File: src/rtl/mult_seq_ctrl.sv
// -----------------------------------------------------------------------------
// mult_seq_ctrl
//
// Sequencer for an 8x8 multiplier built from one shared 4x4 multiplier. Over
// four CALC cycles it steps the operand nibble muxes through the four nibble
// pairs. It accumulates each partial product pp_in, shifted by its weight,
// into a 16-bit product register.
//
// Ports
//   clk        in   1   sole clock, rising edge
//   reset      in   1   synchronous, active-high reset
//   start      in   1   request a multiply; only honoured in IDLE
//   pp_in      in   8   4x4 partial product of the currently selected nibbles
//   mux_sel_a  out  1   operand A nibble select (0 = A[3:0], 1 = A[7:4])
//   mux_sel_b  out  1   operand B nibble select (0 = B[3:0], 1 = B[7:4])
//   shift_sel  out  2   weight of pp_in (00 = x1, 01 = x16, 10 = x256)
//   busy       out  1   high in CALC and DONE
//   done       out  1   one-cycle completion pulse (DONE state)
//   product    out  16  accumulated result, held until the next accepted start
// -----------------------------------------------------------------------------
module mult_seq_ctrl (
    input  logic        clk,
    input  logic        reset,
    input  logic        start,
    input  logic [7:0]  pp_in,
    output logic        mux_sel_a,
    output logic        mux_sel_b,
    output logic [1:0]  shift_sel,
    output logic        busy,
    output logic        done,
    output logic [15:0] product
);

    typedef enum logic [1:0] {
        ST_IDLE = 2'd0,
        ST_CALC = 2'd1,
        ST_DONE = 2'd2
    } state_t;

    state_t      state_q, state_d;
    logic [1:0]  cnt_q, cnt_d;
    logic [15:0] product_q, product_d;
    logic [3:0]  sel_q, sel_d;        // {mux_sel_a, mux_sel_b, shift_sel}
    logic        busy_q, busy_d;
    logic        done_q, done_d;
    logic [15:0] pp_shifted_s;

    // Nibble selects and weight for each step: lo*lo, lo(A)*hi(B), hi(A)*lo(B), hi*hi.
    function automatic logic [3:0] calc_sel(input logic [1:0] cnt);
        logic [3:0] sel;
        case (cnt)
            2'd0:    sel = 4'b0000;
            2'd1:    sel = 4'b0101;
            2'd2:    sel = 4'b1001;
            2'd3:    sel = 4'b1110;
            default: sel = 4'b0000;
        endcase
        return sel;
    endfunction

    // Weight the partial product by the shift currently presented on shift_sel.
    always_comb begin
        pp_shifted_s = 16'd0;
        case (sel_q[1:0])
            2'b00:   pp_shifted_s = {8'd0, pp_in};
            2'b01:   pp_shifted_s = {4'd0, pp_in, 4'd0};
            2'b10:   pp_shifted_s = {pp_in, 8'd0};
            default: pp_shifted_s = 16'd0;
        endcase
    end

    // Next-state logic; outputs are decoded from the next state so that they
    // are registered and line up with the state they describe.
    always_comb begin
        state_d   = state_q;
        cnt_d     = cnt_q;
        product_d = product_q;
        case (state_q)
            ST_IDLE: begin
                if (start) begin
                    state_d   = ST_CALC;
                    cnt_d     = 2'd0;
                    product_d = 16'd0;
                end else begin
                    state_d   = ST_IDLE;
                end
            end
            ST_CALC: begin
                product_d = product_q + pp_shifted_s;
                cnt_d     = cnt_q + 2'd1;
                if (cnt_q == 2'd3) begin
                    state_d = ST_DONE;
                end else begin
                    state_d = ST_CALC;
                end
            end
            ST_DONE: begin
                state_d = ST_IDLE;
            end
            default: begin
                state_d = ST_IDLE;
                cnt_d   = 2'd0;
            end
        endcase

        if (state_d == ST_CALC) begin
            sel_d = calc_sel(cnt_d);
        end else begin
            sel_d = 4'b0000;
        end
        busy_d = (state_d != ST_IDLE);
        done_d = (state_d == ST_DONE);
    end

    // State and registered outputs; reset overrides everything, including start.
    always_ff @(posedge clk) begin
        if (reset) begin
            state_q   <= ST_IDLE;
            cnt_q     <= 2'd0;
            product_q <= 16'd0;
            sel_q     <= 4'b0000;
            busy_q    <= 1'b0;
            done_q    <= 1'b0;
        end else begin
            state_q   <= state_d;
            cnt_q     <= cnt_d;
            product_q <= product_d;
            sel_q     <= sel_d;
            busy_q    <= busy_d;
            done_q    <= done_d;
        end
    end

    assign mux_sel_a = sel_q[3];
    assign mux_sel_b = sel_q[2];
    assign shift_sel = sel_q[1:0];
    assign busy      = busy_q;
    assign done      = done_q;
    assign product   = product_q;

endmodule

File: config.mk
export PLATFORM = sky130hd
export DESIGN_NAME = mult_seq_ctrl
export DESIGN_NICKNAME = d
export VERILOG_FILES = /design/src/rtl/mult_seq_ctrl.sv
export SDC_FILE = /design/constraint.sdc
export NUM_CORES = 1
export LEC_CHECK = 0
export BUFFER_PORTS_ARGS = -buffer_cell sky130_fd_sc_hd__buf_2
export CAP_MARGIN = 20
export CORE_MARGIN = 4
export CORE_UTILIZATION = 45
export DETAILED_ROUTE_END_ITERATION = 16
export HOLD_SLACK_MARGIN = 0.08
export PLACE_DENSITY = 0.71
export SETUP_SLACK_MARGIN = 0.5
export SYNTH_ARGS = -nofsm -noshare
export SYNTH_HDL_FRONTEND = slang
export SYNTH_SLANG_ARGS = --single-unit
File: constraint.sdc
create_clock -name clk -period 2.6 [get_ports clk]
set_input_delay 0 -clock clk [delete_from_list [all_inputs] [get_ports clk]]
set_output_delay 0 -clock clk [all_outputs]
set_load 0.01 [all_outputs]
==> results of run 1 <==
per-layer routing:
layer,vias to the layer above,global-route usage (%),routed length (um)
li1,887,-,-
met1,888,28.17,2523
met2,70,35.20,2785
met3,9,2.355,283
met4,0,6.263,80
met5,-,0,0
cells by family (layout without fill, tap and decap cells):
group | Yosys count | in the layout
xor+xnor | 10 | 10
simple gates | 75 | 75
flops | 26 | 26
buf+inv | 18 | 67
mux | 5 | 5
compound gates | 66 | 66
fa+ha+maj | 19 | 19
cell type report:
class / instances / area (sq um) / share of cell area [%]
Sequential cell: 26 / 528.0 / 21.06
Clock buffer: 3 / 41.29 / 1.647
Inverter: 9 / 33.78 / 1.347
Tap cell: 48 / 60.06 / 2.395
Clock inverter: 1 / 30.03 / 1.198
Multi-Input combinational cell: 175 / 1468 / 58.53
Timing Repair Buffer: 54 / 346.6 / 13.82
critical path, delay by kind of cell, from the launching register on:
| kind | cells | cell delay [ns] |
|---|---|---|
| flops | 1 | 0.46 |
| fa+ha+maj | 1 | 0.32 |
| simple gates | 3 | 0.70 |
| compound gates | 5 | 0.87 |
registers in the layout (all words and copies together) (netlist names):
signal and count:
sel_q 4, busy 1, done 1, cnt_q 2, state_q 2, product 16
per-stage QoR:
stage	hold WS (ns)	power (mW)	std cells	worst slack, ns
after CTS	0.2094	1.066	311	0.3001
after global placement	0.3393	0.6786	297	0.1612
after floorplan	0.2026	0.6129	219	0.1656
after global routing	0.2358	1.165	316	0.06208
after detailed placement	0.3427	0.6799	297	0.09331
final	0.2051	1.120	316	0.1844
cell usage after synthesis (all sizes together), types with 7 or more instances:
master | count | area (sq um)
a21o | 8 | 61.31
a21oi | 14 | 73.82
and2 | 10 | 62.56
buf | 7 | 41.29
dfxtp | 26 | 520.5
ha | 18 | 225.2
inv | 9 | 33.78
nand2 | 14 | 52.55
nor2 | 25 | 93.84
nor2b | 8 | 50.05
o21ai | 8 | 40.04
xor2 | 7 | 61.31
final timing paths:
path / from / endpoint / slack, ns / cells after the start
max: sel_q[0] / product[15] / 0.18 / 9
max reg2reg: sel_q[0] / product[15] / 0.18 / 9
min reg2reg: product[12] / product[12] / 0.49 / 2
min: start / product[7] / 0.21 / 4
power breakdown:
group          internal [mW]  total (mW)  switching [mW]
clock                  0.207       0.359           0.153
sequential             0.415       0.437          0.0213
combinational          0.149       0.324           0.175
timing repair:
action	CTS	global route
gates resized for setup	28	19
cloned	0	0
endpoints found under the setup margin	11	11
pin swaps	19	19
setup buffers	9	5
hold buffers	1	0
endpoints found under the hold margin	8	0
==> run summary, run 1 <==
The number of global-route vias before repair is 1,767. The number of vias per cell after detailed routing came out at 5.867. After detailed routing, the number of remaining DRC violations is 0.

The worst ir drop on vdd came out at 0.2752 mV. The mean instance size in the synthesized netlist is 8.404 sq um. For this run, the leading register cell type out of synthesis is sky130_fd_sc_hd__dfxtp_1.

The power per standard cell area came out at 446.9 nW/um^2. Clock-pin slew was measured on the worst setup and hold paths at 0.11 ns. CTS placed an instance of sky130_fd_sc_hd__clkbuf_8 at the clock tree root. The count of unique library cells instantiated by Yosys is 46. The congestion estimate from routability-driven global placement came to 0.8549. The net count after synthesis came out at 249.

The total I/O pin count is 33. Of the available clock period, the critical path in the final layout requires 92.91%. The antenna diode instance count came out at 0. The area after detailed placement is 2091 sq um. Leaving out fill and tap cells, the most frequent cells in the layout are sky130_fd_sc_hd__buf_2 (32), sky130_fd_sc_hd__dfxtp_1 (24), sky130_fd_sc_hd__nor2_1 (23), sky130_fd_sc_hd__buf_4 (16), sky130_fd_sc_hd__nand2_1 (12). TritonCTS built the clock tree. The share of cells above drive strength 1 came out at 38.06%.

The count of nets left with antenna violations once routing finished came out at 0. The maximum level of the CTS H-tree is 1. At the worst endpoint, the arrival time is 2.65 ns. For this run, the detailed router's first-pass iteration total came to 4. The total die area came out at 5178 sq um. The run finished with clean final reports.

After synthesis the netlist holds a flip-flop and latch count of 26. The routed wirelength normalized by instance count is 17.95 um. Multiplexer cells account for 2.719% of the synthesized area.

The slowest stage of the critical path is the sky130_fd_sc_hd__dfxtp_4 cell. The combined global-route utilization of all metal layers is 20.94%. The utilization after layout came out at 66.01%. The max-cap violation count is 0.

Summed over all layers, the routed wires come to 5673 um. The largest fanout on the critical path is 8. Entering global routing, the biggest net connects 16 pins.

The static leakage came out at 1.122 nW. The netlist area before placement came out at 1841 sq um. The number of buffers added by the clock tree synthesis step is 3. The simple-gate portion of the synthesized area is 20.19%. The share of flip-flops with an asynchronous set or reset after synthesis is 0%.

The largest stage delay on the critical path is 0.46 ns. Leaving out fill and tap cells, the most frequent cell in the layout is sky130_fd_sc_hd__buf_2. The die boundary width is 71.96 um. The worst slew margin relative to its limit is 52.42%.

Setup repair after global routing could not meet its margin everywhere. The total number of vias is 1,854. The total area inside the core boundary comes to 3799 sq um. The total congestion overflow came out at 0. The synthesized design contains 0 enable-type register cells. The synthesis warning total is 0. The tightest min-delay check is of the in -> reg type.

The count of endpoints failing setup in the final report is 0. The detailed router finished its first iteration with 200 violations. The number of hold-slack violations in the final timing report is 0. The critical path goes through nor2b_4 > a22o_1 > ha_2 > a21oi_1 > o21bai_4 > a211oi_2 > a21oi_1 > or4_1 > nand3_1. The total count of max-transition violations in the final report is 0.

The wire length of the first global-routing pass is 8625 um. The critical path is of the reg -> reg type. STA classifies the critical path startpoint as a flop. The initial antenna violation count was 0. The fraction of synthesized cell area in xor and xnor cells is 4.759%.

The endpoint class of the critical path is a flop. Counting every sink on the clock net gives 26. The count of nets after finishing came out at 299. The clock reaches the later pin of the worst-skew pair after 0.29 ns. On the final layout, the worst clock skew is 0.005053 ns. Sequential cells were found to cover 28.28% of the synthesized design area. The final design instance area without fill came out at 2507 sq um. The HPWL after detailed placement came out at 3536 um. After synthesis, the largest family of logic cells by area is compound AO/OA/AOI/OAI gates. Counting stages on the worst path, the most repeated cell is sky130_fd_sc_hd__a21oi_1.

The clock period minus final worst setup slack is 2.416 ns. The maximum operating frequency is 0.4140 GHz. Compared with the post-synthesis result, the final layout area differs by 36.23%. The maximum buffer depth of the clock tree is 2.

After Yosys synthesis, full adders, half adders and majority gates account for 13.32% of the synthesized area. The final-layout fill cell count came out at 293. The placement row count came out at 22.

The port buffer count came out at 32. The gate count of the mapped netlist came out at 219. Once the floorplan was initialized, standard cells occupied 48.45% of the core. The die extent in y came out at 71.96 um. The pin slew with the least headroom to its limit came out at 0.7123 ns. The data required time at the worst endpoint came out at 2.83 ns. The final setup TNS came out at 0 ns. The complex-gate fraction of the synthesized area came out at 26.24%.
Power figures use the tool's default switching activity.
==> inputs of run 2 (changes only) <==
- ABC_AREA: not set -> 1
- PLACE_DENSITY: 0.71 -> 0.7
==> run 2 against run 1 <==
Effect of this change: combinational power down 7.1%; core utilization shrank 5.6 points; critical path type unchanged; area after synthesis is 11% higher; cell area grew 5.7%; highest routed layer unchanged; non-clock buffer count decreased by 13.
==> run summary, run 2 <==
In this run, the combinational gates consume 27.7% of the power. The final setup TNS came out at 0 ns. The count of nets after finishing is 391.

The pin count of the biggest net entering global routing is 23. The final worst-path setup slack is 0.5441 ns. The critical path arrival is 2.28 ns. TritonCTS built the clock tree. The number of cells on the worst hold path came out at 5. The maximum level of the CTS H-tree came out at 1. Setup repair after global routing could not meet its margin everywhere. The clock net in this run drives a total of 26 sinks. The part of the power in the clock network came out at 32.8%. The tightest min-delay check is of the in -> reg type. The floorplan core area is 4384 sq um.

The netlist area before placement is 2052 sq um. STA classifies the critical path endpoint as a flop. The most used flip-flop cell after synthesis is sky130_fd_sc_hd__dfxtp_1.

The largest fanout on the critical path is 8. The die boundary width came out at 75.53 um. The root buffer cell chosen for the clock tree is sky130_fd_sc_hd__clkbuf_8. The wire length of the first global-routing pass came out at 8583 um. Internal power comes to 0.7454 mW. The mean instance size in the synthesized netlist came out at 6.412 sq um.

The share of flip-flops with an asynchronous set or reset after synthesis is 0%. Of the total power, the share spent switching nets is 31.53%. By area the synthesized netlist is led by sky130_fd_sc_hd__dfxtp_1 (25%), sky130_fd_sc_hd__nand2_1 (16%), sky130_fd_sc_hd__ha_1 (11%). The post-detailed-route count of antenna-violating nets came out at 0.

Together, buffers and inverters on the worst path number 1. The part of the power in registers came out at 39.5%. The first-pass iteration count of the detailed router is 4.

For this design the top-level I/O count stands at 33. After detailed routing, the number of vias per cell comes to 5.303. The count of endpoints failing setup in the final report came out at 0.

Summing over every cut layer, the via total after detailed routing is 2,185. The cell depth of the worst flop-to-flop path is 13. Cells with a size suffix above 1 make up 34.17% of the layout. The total count of max-transition violations in the final report came out at 0. The placement row count is 24. After synthesis, flip-flops and latches occupy 25.37% of the total area.

The worst slew margin relative to its limit is 66.07%. From synthesis to final layout, the design area changed by 29.15%. For the final database, setup skew stands at 0.009856 ns.

In this run, synthesis produced a sequential element count of 26. The number of hold-slack violations in the final timing report is 0. The power per standard cell area came out at 410.8 nW/um^2. The gate count of the mapped netlist is 320.

After clock tree synthesis, the clock-pin slew on the worst setup and hold paths is 0.09 ns. Walking the worst path, the cells encountered are inv_2 > or2_4 > o22ai_4 > ha_4 > nand2_1 > nand2_1 > a21oi_2 > nand2_2 > nand2_2 > nand2_1 > nand2_1 > nand3_2 > a21oi_2. The worst path in the final design needs a cycle of 2.056 ns, including I/O delays and setup. The synthesized design spends more area on one cell type than any other, namely sky130_fd_sc_hd__dfxtp_1. The number of buffers added by the clock tree synthesis step is 3. The register with the most flip-flops in the layout has 16 of them. The most used standard cell by instance count after synthesis is sky130_fd_sc_hd__nand2_1. The minimum setup slack after placement is 0.4552 ns. The die extent in y came out at 75.53 um. The proportion of netlist area held by the largest area contributor is 25.37%.

The HPWL after detailed placement came out at 3924 um. The count of routing violations after the opening detailed-route iteration came out at 129. In the routed design, unresolved DRC markers number 0. The tool flagged a number of max-cap violations equal to 0. The initial antenna violation count is 0. The maximum buffer depth of the clock tree is 2. The data required time at the worst endpoint came out at 2.83 ns. For the pin with the worst max-slew slack, the measured transition is 0.5089 ns.

Leaving out fill and tap cells, the most frequent cell in the layout is sky130_fd_sc_hd__nand2_1. The number of flops mapped to enable cells by yosys came out at 0. The starting density of the core is 46.80%. The repair_antennas step left the layout with diodes totalling 0. The largest stage delay on the critical path came out at 0.36 ns. The count of unique library cells instantiated by Yosys is 31.

The final RePlAce weighted congestion came out at 0.9020. In the layout the commonest cells are sky130_fd_sc_hd__nand2_1 (79), sky130_fd_sc_hd__inv_1 (48), sky130_fd_sc_hd__buf_2 (32), sky130_fd_sc_hd__nor2_1 (27), sky130_fd_sc_hd__dfxtp_1 (24). The number of global-route vias before repair is 1,890. The critical path depth in cells came out at 13. STA classifies the critical path startpoint as a flop. The clock latency on the worst-skew pair is 0.29 ns. The total congestion overflow came out at 0.

For this run, the number of Yosys warnings is 0. The hold-fix buffer count after cts came out at 0. The final period utilization is 79.07%. In this design, the largest share of critical-path delay is due to simple AND/OR/NAND/NOR gates.

The total wirelength of the detailed-routed design came out at 5728 um. The combined global-route utilization of all metal layers came out at 19.47%. The net switching component of the power came out at 0.3432 mW. The routed wirelength normalized by instance count came out at 13.90 um.

By instance count, the cell type seen most on the critical path is sky130_fd_sc_hd__nand2_1. Counting instances in the post-synthesis netlist gives the leading cell types as sky130_fd_sc_hd__nand2_1 (88), sky130_fd_sc_hd__inv_1 (53), sky130_fd_sc_hd__nor2_1 (28), sky130_fd_sc_hd__dfxtp_1 (26), sky130_fd_sc_hd__a21oi_1 (24). The total die area is 5704 sq um. The net count after synthesis is 350. The maximum operating frequency came out at 0.4864 GHz. The flow ran to the end, and the final reports show no timing, DRC or antenna violations.

The port buffer count is 32. The worst setup path is of the reg -> reg kind. The worst ir drop on vdd is 0.1957 mV. The largest individual stage delay along the critical path comes from the cell sky130_fd_sc_hd__dfxtp_2.

The analysis attributes to cell leakage a power of 1.342 nW.
==> run 2: changes by cell type after synthesis, sizes merged, moves of 8 or more <==
| cell | before | now |
|---|---|---|
| inv | 9 | 61 |
| nor2b | 8 | 0 |
| nand2 | 14 | 98 |
| and2 | 10 | 1 |
| o22ai | 0 | 9 |
| a21oi | 14 | 27 |
| nand3 | 4 | 21 |
==> run 2: cells by family after synthesis <==
family / synth area share [%]
AND/OR/NAND/NOR: 37.01
buffers and inverters: 12.68
AO/OA/AOI/OAI: 12.99
flip-flops: 25.37
adder cells (fa/ha/maj): 11.95
==> run 2: cell type report <==
cell class,count,area (sq um)
clock buffer,3,41.29
clock inverter,1,30.03
fill,397,1734
inverter,61,234.0
multi-input combinational,228,1529
sequential,26,523.0
tap,52,65.06
timing repair buffer,41,227.7
==> run 2: metrics by stage <==
stage	hold WS, ns	instances	area, sq um	total power, mW	util [%]
finish	0.1486	412	2650	1.089	60.45
global route	0.1710	412	2650	1.146	60.45
CTS	0.1563	405	2369	1.023	54.02
detailed placement	0.3976	400	2258	0.6676	51.51
global placement	0.3953	400	2258	0.6644	51.51
floorplan	0.06244	320	2052	0.6062	-
==> run 2: worst paths after layout <==
| path | from | end | slack (ns) |
|---|---|---|---|
| worst max register to register | sel_q[0] | product[11] | 0.54 |
| worst max-delay path | sel_q[0] | product[11] | 0.54 |
| worst min register to register | product[0] | product[0] | 0.49 |
| worst min-delay path | start | state_q[0] | 0.15 |
==> run 2: power by group through the flow <==
stage | Sequential [mW] | Combinational, mW | Clock [mW]
2_1_floorplan | 0.441 | 0.166 | 0
3_3_place_gp | 0.435 | 0.229 | 0
3_5_place_dp | 0.436 | 0.232 | 0
4_1_cts | 0.427 | 0.241 | 0.356
5_1_grt | 0.432 | 0.333 | 0.380
6_report | 0.430 | 0.301 | 0.357
==> run 2: layer usage <==
layer / track usage (%) / share of wire [%]
met1: 26.10 / 42
met2: 31.26 / 49
met3: 3.694 / 5.3
met4: 6.796 / 4.0
met5: 0 / 0
==> run 2: timing repair <==
action                                  CTS  global route
buffers inserted                          1             7
endpoints found under the setup margin    5            12
resized for setup                         6            44
gates cloned                              0             0
pin swaps                                 1            16
==> run 2: worst reg2reg max path, cell delays in order (launching register included) <==
cell and delay (ns):
sky130_fd_sc_hd__dfxtp_2 0.36, sky130_fd_sc_hd__inv_2 0.05, sky130_fd_sc_hd__or2_4 0.33, sky130_fd_sc_hd__o22ai_4 0.15, sky130_fd_sc_hd__ha_4 0.24, sky130_fd_sc_hd__nand2_1 0.08
sky130_fd_sc_hd__nand2_1 0.09, sky130_fd_sc_hd__a21oi_2 0.13, sky130_fd_sc_hd__nand2_2 0.12, sky130_fd_sc_hd__nand2_2 0.09, sky130_fd_sc_hd__nand2_1 0.07, sky130_fd_sc_hd__nand2_1 0.09
sky130_fd_sc_hd__nand3_2 0.07, sky130_fd_sc_hd__a21oi_2 0.11
==> inputs of run 3 (changes only) <==
- clock period: 2.6 -> 1.8 ns (I/O delays scaled with it)
==> run 3 against run 2 <==
Effect of this change: clock skew shrank 0.0078 ns; setup slack lost 0.73 ns; combinational power grew 75%; core utilization grew 6.7 points; clock-buffer cell count is the same; sequential cell count is the same; die area is the same; fmax grew 3.3%; the flow now finishes with violations (negative setup slack); via count grew 2.1%; highest routed layer unchanged; global-route usage grew 1.5 points; cell count grew 4.1%; clock power grew 43%.
==> run summary, run 3 (synthesis gave the netlist of run 2 again) <==
The largest fanout on the critical path came out at 8. The path class of the tightest hold or removal check is in -> reg. The met3 layer usage reported by global route came out at 2.770%. The final worst-path setup slack came out at -0.1902 ns. Data arrives at the worst endpoint at 2.21 ns.

VDD sags by at most 0.3497 mV. The area overhead of the layout relative to synthesis came out at 43.48%. The final period utilization is 110.6%.

The final RePlAce weighted congestion came out at 0.8549. The count of endpoints failing setup in the final report came out at 11. The maximum buffer depth of the clock tree is 2. The global routing stage identified its most utilized layer as met2.

The post-detailed-route count of antenna-violating nets came out at 0. The flow ran to the end, but the final reports show violations. The number of global-route vias before repair was 2,116. The master cell of the clock root buffer is sky130_fd_sc_hd__clkbuf_8. The final reports fail on negative setup slack.

The maximum operating frequency came out at 0.5025 GHz. The met2 capacity usage during global routing came out at 36.15%. The launch point of the worst hold path is start. The endpoint class of the critical path is a flop. After clock tree synthesis, the flow added hold-fix buffers numbering 0. The kind of start point of the critical path is a flop.

In this run the count of I/O pins placed on the die edge is 33. The number of cells on the worst hold path came out at 5. The routed wirelength normalized by instance count is 13.94 um. After detailed placement, the total cell area comes to 2457 sq um. The clock period minus final worst setup slack is 1.990 ns.

STA puts the critical path data required time at 2.02 ns. Clock skew on the completed layout was measured at 0.002103 ns. The number of hold-slack violations in the final timing report is 0. The number of buffers added by the clock tree synthesis step came out at 3. Dividing total power by cell area gives a power density of 563.3 nW/um^2. The final design instance area without fill came out at 2944 sq um. The worst slew margin relative to its limit came out at 65.01%. The die boundary width came out at 75.53 um. The register clock-pin slew on the reported worst setup and hold paths came out at 0.10 ns. The count of routing violations after the opening detailed-route iteration came out at 103. The pin slew with the least headroom to its limit is 0.5249 ns. The remaining design rule violation count is 0. The total overflow left after global routing is 0. Clock tree synthesis found a total of 26 sinks. The cell depth of the worst flop-to-flop path is 12. The die extent in y came out at 75.53 um. Before antenna repair, the detailed router went through 4 iterations. The setup slack on the worst flop-to-flop path is -0.19 ns. The setup path with the least slack is of type reg -> reg. The final setup TNS is -1.710 ns.

Row generation in the floorplan step produced 24 rows. Setup repair after global routing could not meet its margin everywhere. After filler insertion, the fill cell instance count of the layout stands at 358.

The floorplan step defined a core boundary enclosing 4384 sq um. The worst hold slack is 0.1406 ns. The filler-free cell count of the finished design is 429. The port buffer count is 32.

In this run the number of H-tree levels came out at 1. The die covers 5704 sq um. The total number of vias came out at 2,231. TritonCTS built the clock tree. The flip-flop count of the largest register, all copies and words added is 16. The total count of max-transition violations in the final report is 0. The total wirelength of the detailed-routed design is 5980 um.

In the final design database the tool counted 408 nets. The number of vias per cell after detailed routing is 5.200. The first global-routing pass estimated 9232 um of wire. The most common library cell in the layout ignoring fill and taps is sky130_fd_sc_hd__nand2_1. The worst register-to-register path begins at sel_q[0]. Global routing consumed, over all layers together, 20.95% of the routing resources. The capture endpoint of the worst hold path is state_q[0]. The capture point of the worst reg-to-reg path is product[7]. The initial antenna violation count came out at 0. The met1 track demand over resource is 26.62%. Entering global routing, the biggest net connects 23 pins.

The HPWL after detailed placement is 4136 um. In this run, placement finished with an instance count of 414. The clock latency on the worst-skew pair is 0.28 ns. The starting density of the core came out at 46.80%. In the layout the commonest cells are sky130_fd_sc_hd__nand2_1 (73), sky130_fd_sc_hd__inv_1 (44), sky130_fd_sc_hd__buf_2 (32), sky130_fd_sc_hd__buf_4 (25), sky130_fd_sc_hd__nor2_1 (22). Measured on the finished design, the core utilization comes to 67.15%. The static leakage is 1.464 nW. Across the run, the number of max-cap violations was 0.

The share of cells above drive strength 1 came out at 45.36%. The antenna diode instance count came out at 0.
-- run 3: worst max path at each step --
stage             start          end  slack [ns]  cells after the start
6_report       sel_q[0]   product[7]       -0.19                     12
3_5_place_dp   sel_q[0]  product[15]       -0.20                     13
4_1_cts        sel_q[0]  product[15]       -0.19                     13
5_1_grt        sel_q[0]  product[15]       -0.34                     13
2_1_floorplan  sel_q[0]  product[15]       -0.12                     14
3_3_place_gp   sel_q[0]  product[15]       -0.17                     13
-- run 3: power breakdown --
part	switching [mW]	internal, mW
sequential	0.0240	0.598
combinational	0.295	0.232
clock	0.211	0.298
-- run 3: critical path: stages (launching register included) --
cell	delay, ns
sky130_fd_sc_hd__dfxtp_4	0.39
sky130_fd_sc_hd__inv_4	0.04
sky130_fd_sc_hd__or2_4	0.30
sky130_fd_sc_hd__o22ai_4	0.15
sky130_fd_sc_hd__ha_4	0.25
sky130_fd_sc_hd__nand2_2	0.06
sky130_fd_sc_hd__nand2_2	0.06
sky130_fd_sc_hd__a21oi_2	0.14
sky130_fd_sc_hd__nand2_2	0.10
sky130_fd_sc_hd__buf_6	0.14
sky130_fd_sc_hd__a21oi_2	0.10
sky130_fd_sc_hd__o21ai_1	0.07
sky130_fd_sc_hd__a21oi_1	0.11
-- run 3: repair_timing --
action / in CTS / in global routing
pin swaps: 10 / 10
buffers inserted: 7 / 4
setup endpoints to repair: 18 / 19
endpoints found under the hold margin: 0 / 0
resized for setup: 27 / 42
-- run 3: area by class of cell --
class,instances,area [sq um],share of cell area [%]
clock buffers,3,41.29,1.402
clock inverters,1,30.03,1.020
inverters,61,244.0,8.287
multi-input cells,228,1673,56.82
flip-flops and latches,26,531.8,18.06
well taps,52,65.06,2.210
repair buffers,58,359.1,12.20
-- run 3: per-layer routing --
| layer | share of wire [%] | up-vias |
|---|---|---|
| met1 | 44 | 1039 |
| met4 | 1.7 | 0 |
| met2 | 50 | 53 |
| met5 | 0 | - |
| met3 | 3.8 | 9 |
| li1 | - | 1130 |
-- run 3: stage by stage --
step / worst slack, ns / power, mW
after global placement: -0.1731 / 1.009
after floorplan: -0.1151 / 0.8969
after global routing: -0.3360 / 1.748
final: -0.1902 / 1.658
after detailed placement: -0.1976 / 1.016
after CTS: -0.1944 / 1.595
